## src/rtl/mux4_rr_arbiter.sv

```systemverilog
// Round-robin arbiter for a shared 4:1-muxed resource. Grants are held as a
// burst until the owner drops req, the resource reports done, or the limit hits.
module mux4_rr_arbiter #(
    parameter int MAX_BURST = 8,
    parameter int CNT_W     = 4
) (
    input  logic       clk,
    input  logic       rst,
    input  logic [3:0] req,
    input  logic       done,
    output logic [3:0] gnt,
    output logic [1:0] sel,
    output logic       busy
);

    typedef enum logic {IDLE, GRANT} state_t;

    state_t           state_reg, state_next;
    logic [3:0]       gnt_reg, gnt_next;
    logic [1:0]       sel_reg, sel_next;
    logic [1:0]       last_reg, last_next;
    logic [CNT_W-1:0] cnt_reg, cnt_next;

    logic             burst_hit;
    logic             release_now;
    logic [3:0]       cand;
    logic [1:0]       scan_start;
    logic [3:0]       rot;
    logic [1:0]       offset;
    logic [1:0]       winner;
    logic [3:0]       winner_onehot;

    generate
        if (MAX_BURST != 0) begin : g_limit
            assign burst_hit = (cnt_reg == CNT_W'(MAX_BURST));
        end else begin : g_unlimited
            assign burst_hit = 1'b0;
        end
    endgenerate

    assign release_now = (state_reg == GRANT) && (!req[sel_reg] || done || burst_hit);

    // On release the owner is masked off and the scan starts just past it;
    // from IDLE the scan starts just past the most recent owner.
    assign cand       = release_now ? (req & ~gnt_reg) : req;
    assign scan_start = release_now ? (sel_reg + 2'd1) : (last_reg + 2'd1);

    // Rotate candidates so that bit 0 is the highest-priority requester.
    generate
        for (genvar gi = 0; gi < 4; gi++) begin : g_rot
            logic [1:0] idx;
            assign idx     = scan_start + 2'(gi);
            assign rot[gi] = cand[idx];
        end
    endgenerate

    always_comb begin
        offset = 2'd0;
        for (int i = 3; i >= 0; i--) begin
            if (rot[i]) begin
                offset = 2'(i);
            end
        end
    end

    assign winner        = scan_start + offset;
    assign winner_onehot = 4'b0001 << winner;

    always_comb begin
        state_next = state_reg;
        gnt_next   = gnt_reg;
        sel_next   = sel_reg;
        last_next  = last_reg;
        cnt_next   = cnt_reg;
        case (state_reg)
            IDLE: begin
                if (req != 4'b0000) begin
                    state_next = GRANT;
                    gnt_next   = winner_onehot;
                    sel_next   = winner;
                    cnt_next   = CNT_W'(1);
                end
            end
            GRANT: begin
                if (release_now) begin
                    last_next = sel_reg;
                    if (cand != 4'b0000) begin
                        gnt_next = winner_onehot;
                        sel_next = winner;
                        cnt_next = CNT_W'(1);
                    end else begin
                        state_next = IDLE;
                        gnt_next   = 4'b0000;
                    end
                end else if (cnt_reg != {CNT_W{1'b1}}) begin
                    cnt_next = cnt_reg + CNT_W'(1);
                end
            end
            default: begin
                state_next = IDLE;
                gnt_next   = 4'b0000;
            end
        endcase
    end

    always_ff @(posedge clk) begin
        if (rst) begin
            state_reg <= IDLE;
            gnt_reg   <= 4'b0000;
            sel_reg   <= 2'b00;
            last_reg  <= 2'b11;
            cnt_reg   <= '0;
        end else begin
            state_reg <= state_next;
            gnt_reg   <= gnt_next;
            sel_reg   <= sel_next;
            last_reg  <= last_next;
            cnt_reg   <= cnt_next;
        end
    end

    assign gnt  = gnt_reg;
    assign sel  = sel_reg;
    assign busy = (state_reg == GRANT);

endmodule

```

## config.mk

```make
export PLATFORM = sky130hd
export DESIGN_NAME = mux4_rr_arbiter
export DESIGN_NICKNAME = d
export VERILOG_FILES = /design/src/rtl/mux4_rr_arbiter.sv
export SDC_FILE = /design/constraint.sdc
export NUM_CORES = 1
export LEC_CHECK = 0
export BUFFER_PORTS_ARGS = -buffer_cell sky130_fd_sc_hd__buf_2
export CELL_PAD_IN_SITES_DETAIL_PLACEMENT = 1
export CELL_PAD_IN_SITES_GLOBAL_PLACEMENT = 2
export CORE_AREA = 2 2 55 70
export CTS_BUF_LIST = sky130_fd_sc_hd__clkbuf_4 sky130_fd_sc_hd__clkbuf_8
export DETAILED_ROUTE_END_ITERATION = 8
export DIE_AREA = 0 0 57 72
export PLACE_DENSITY_LB_ADDON = 0.1
export SKIP_CTS_REPAIR_TIMING = 1
export SYNTH_ARGS = -nofsm -noshare
export SYNTH_HDL_FRONTEND = slang
export SYNTH_SLANG_ARGS = --single-unit
```

## constraint.sdc

```tcl
create_clock -name clk -period 4 [get_ports clk]
set_input_delay 0.2 -clock clk [delete_from_list [all_inputs] [get_ports clk]]
set_output_delay 0.2 -clock clk [all_outputs]
set_load 0.02 [all_outputs]
```

==> flow_metrics.py <==
metrics = {
    "critical_path": {
        "cp.arrival_ns": 3.51,
        "cp_max_fo": 8,
        "startpoint_type": "register",
        "crit_chain": "mux4_2, a31oi_2, a31oi_1, a21oi_1, o221ai_1, o31a_1, ha_1, nor3_1, o2111a_1, nand3_1, nand3_1",
        "end_kind": "register",
        "path_common_cell": "nand3_1",
        "r2r_end": "gnt[3]",
        "critPathKind": "register to register",
        "ff2ff_path_depth": 11,
        "slowest_delay_ns": 0.63,
        "r2r_setup_slack_ns": 0.68,
        "worstSetupStartpoint": "sel[0]",
        "crit_slowest_cell": "mux4_2",
        "crit-reg2reg-launch": "sel[0]",
        "critical_path_required_ns": 4.19,
        "cp_top_family": "compound AO/OA/AOI/OAI gates",
        "worst-path-buf-inv": 0,
    },
    "clocking": {
        "clock_sinks": 13,
        "htreeDepth": 1,
        "numCtsBuffers": 3,
        "worstSkewPairLatency_ns": 0.24,
        "cts_buffer_depth": 2,
        "cts.clk_slew.worst_paths_ns": 0.06,
        "cts_tree": "done",
        "cts-root-buf": "clkbuf_8",
    },
    "yosys": {
        "ys_warn_count": 0,
        "synthFlopType": "dfxtp_1",
        "muxShareOfSynthArea_pct": 4.56,
        "syn_area_um2": 1150,
        "synthAdderAreaFrac_pct": 3.25,
        "synth_top_area_cell": "dfxtp_1",
        "synth_top_family_by_area": "compound AO/OA/AOI/OAI gates",
        "synthCells": 143,
        "synth-simple-area-share_pct": 26.6,
        "seq_area_frac_synth_pct": 22.6,
        "synth-edff-count": 0,
        "syn_avg_cell_area_um2": 8.07,
        "yosysTopAreaCellShare_pct": 22.6,
        "ys_top_cells_by_area": "dfxtp_1, nand3_1, nand2_1",
        "synthXorXnorAreaFrac_pct": 1.52,
        "synth_compound_area_share_pct": 37.1,
        "synth-seq-cells": 13,
        "syn_nets": 153,
        "synthDistinctLibCells": 55,
        "synthArstFlopShare_pct": 0,
    },
    "timing": {
        "setup_viol": 0,
        "setup-tns-final_ns": 0,
        "fin_crit_sh_pct": 83.1,
        "min_period_ns": 3.32,
        "fmax_ghz": 0.301,
        "worst_pin_slew_ns": 0.673,
        "hold_viol_final": 0,
        "slew_viol_final": 0,
        "skew_ns": 0.00227,
        "relSlewSlack_pct": 55.0,
        "rsz0062_at_grt": "no",
    },
    "floorplan": {
        "start_util_pct": 33.7,
        "die_w_um": 57,
        "core_um2": 3420,
        "num_rows": 24,
        "die-area_um2": 4100,
        "io_pins": 14,
        "chipHeight_um": 72,
    },
    "worst_hold_path": {
        "min_path_cells": 2,
        "hold_path_end": "cnt_reg[3]",
        "min_from": "rst",
        "hp-class": "primary input to register",
    },
    "route": {
        "wl_per_cell_um": 18.8,
        "vias": 1224,
        "drt-total-wl_um": 3660,
        "ant_nets": 0,
        "drt_iter0_markers": 38,
        "first_pass_iters": 4,
        "viasPerCell": 6.28,
        "drc": 0,
    },
    "power_and_ir_drop": {
        "ir_drop_mv": 0.299,
        "power.density_nw_per_um2": 546,
        "switchingPower_uw": 322,
        "leakagePower_uw": 0.000506,
        "p_int_uw": 382,
        "power_frac_seq_pct": 28.1,
        "switching_share_pct": 45.7,
        "clkPwrFrac_pct": 18.2,
        "pwr-share-comb_pct": 53.7,
    },
    "global_route": {
        "grt_use_met3_pct": 2.14,
        "met1_usage_pct": 24.0,
        "grt-ovfl-total": 0,
        "grt_max_degree": 14,
        "top_usage_layer": "met2",
        "antenna_found_initial": 0,
        "track_usage_pct": 18.7,
        "grt_pass1_vias": 1235,
        "use_met2_pct": 32.8,
        "grt_pass1_wl_um": 6060,
    },
    "status": {
        "status": "finished clean",
    },
    "placed_design": {
        "placed_area_um2": 1240,
        "place.gp.congestion": 0.890,
        "dp_hpwl_um": 2940,
        "io_buffer_count": 13,
    },
    "run": {
        "cap_violations": 0,
    },
    "layout": {
        "final_cell_mix": "dfxtp_1, buf_2, nand3_1, nand2_1, nor2_1",
        "syn2layout_area_growth_pct": 11.9,
        "postLayoutCellArea_um2": 1290,
        "drive_above_1_share_pct": 17.9,
        "fin_nets": 167,
        "antenna_cells": 0,
    },
}
synth_stat cells (all sizes together), types with 3 or more instances:
cell type and number:
and2 3, a211oi 4, a31oi 8, nand3 12, inv 7, a21oi 4, nor4 3, buf 3
a21boi 4, nor2 8, dfxtp 13, nor3 3, ha 3, nand2 12, o21ai 12, mux2i 3
worst register-to-register path, stage by stage, from the launching register on:
cell      delay (ns)
dfxtp_1         0.57
mux4_2          0.64
a31oi_2         0.39
a31oi_1         0.10
a21oi_1         0.15
o221ai_1        0.13
o31a_1          0.12
ha_1            0.20
nor3_1          0.52
o2111a_1        0.27
nand3_1         0.08
nand3_1         0.08
per-stage QoR:
stage | worst slack, ns | utilization, % | cells | hold WS (ns) | total power, uW
floorplan | 1.08 | - | 143 | 0.272 | 482
global placement | 0.790 | 36.3 | 191 | 0.465 | 570
detailed placement | 0.717 | 36.3 | 191 | 0.476 | 577
CTS | 0.686 | 37.7 | 195 | 0.213 | 711
global route | 0.410 | 37.7 | 195 | 0.226 | 766
finish | 0.677 | 37.7 | 195 | 0.209 | 705
cells by family after synthesis:
group,count (synthesis)
and+or+nand+nor,56
AOI/OAI and AO/OA,54
DFF,13
buffers and inverters,11
muxes,4
adders and majority gates,3
xor gates and xnor gates,2
worst max path at each step:
stage | cells past startpoint | end
4_1_cts | 11 | gnt[3]
5_1_grt | 14 | gnt[2]
3_5_place_dp | 11 | gnt[3]
3_3_place_gp | 11 | gnt[2]
2_1_floorplan | 12 | gnt[3]
6_report | 11 | gnt[3]
final cells by class:
class / instances / area, um2
Fill cell: 442 / 2130
Multi-Input combinational cell: 119 / 842
Tap cell: 39 / 48.8
Sequential cell: 13 / 260
Clock buffer: 4 / 48.8
Inverter: 7 / 26.3
Timing Repair Buffer: 13 / 65.1
power by group through the flow:
| stage | combinational, uW | clock [uW] | sequential [uW] |
|---|---|---|---|
| 3_3_place_gp | 369 | 0 | 201 |
| 4_1_cts | 379 | 134 | 198 |
| 3_5_place_dp | 377 | 0 | 201 |
| 2_1_floorplan | 283 | 0 | 199 |
| 5_1_grt | 424 | 139 | 203 |
| 6_report | 378 | 128 | 198 |
layer usage:
layer  up-vias  part of all wire, %
met2        25                   50
met5         -                    0
li1        590                    -
met3         6                  3.1
met4         0                  1.9
met1       603                   45
(Power assumes the default switching activity.)
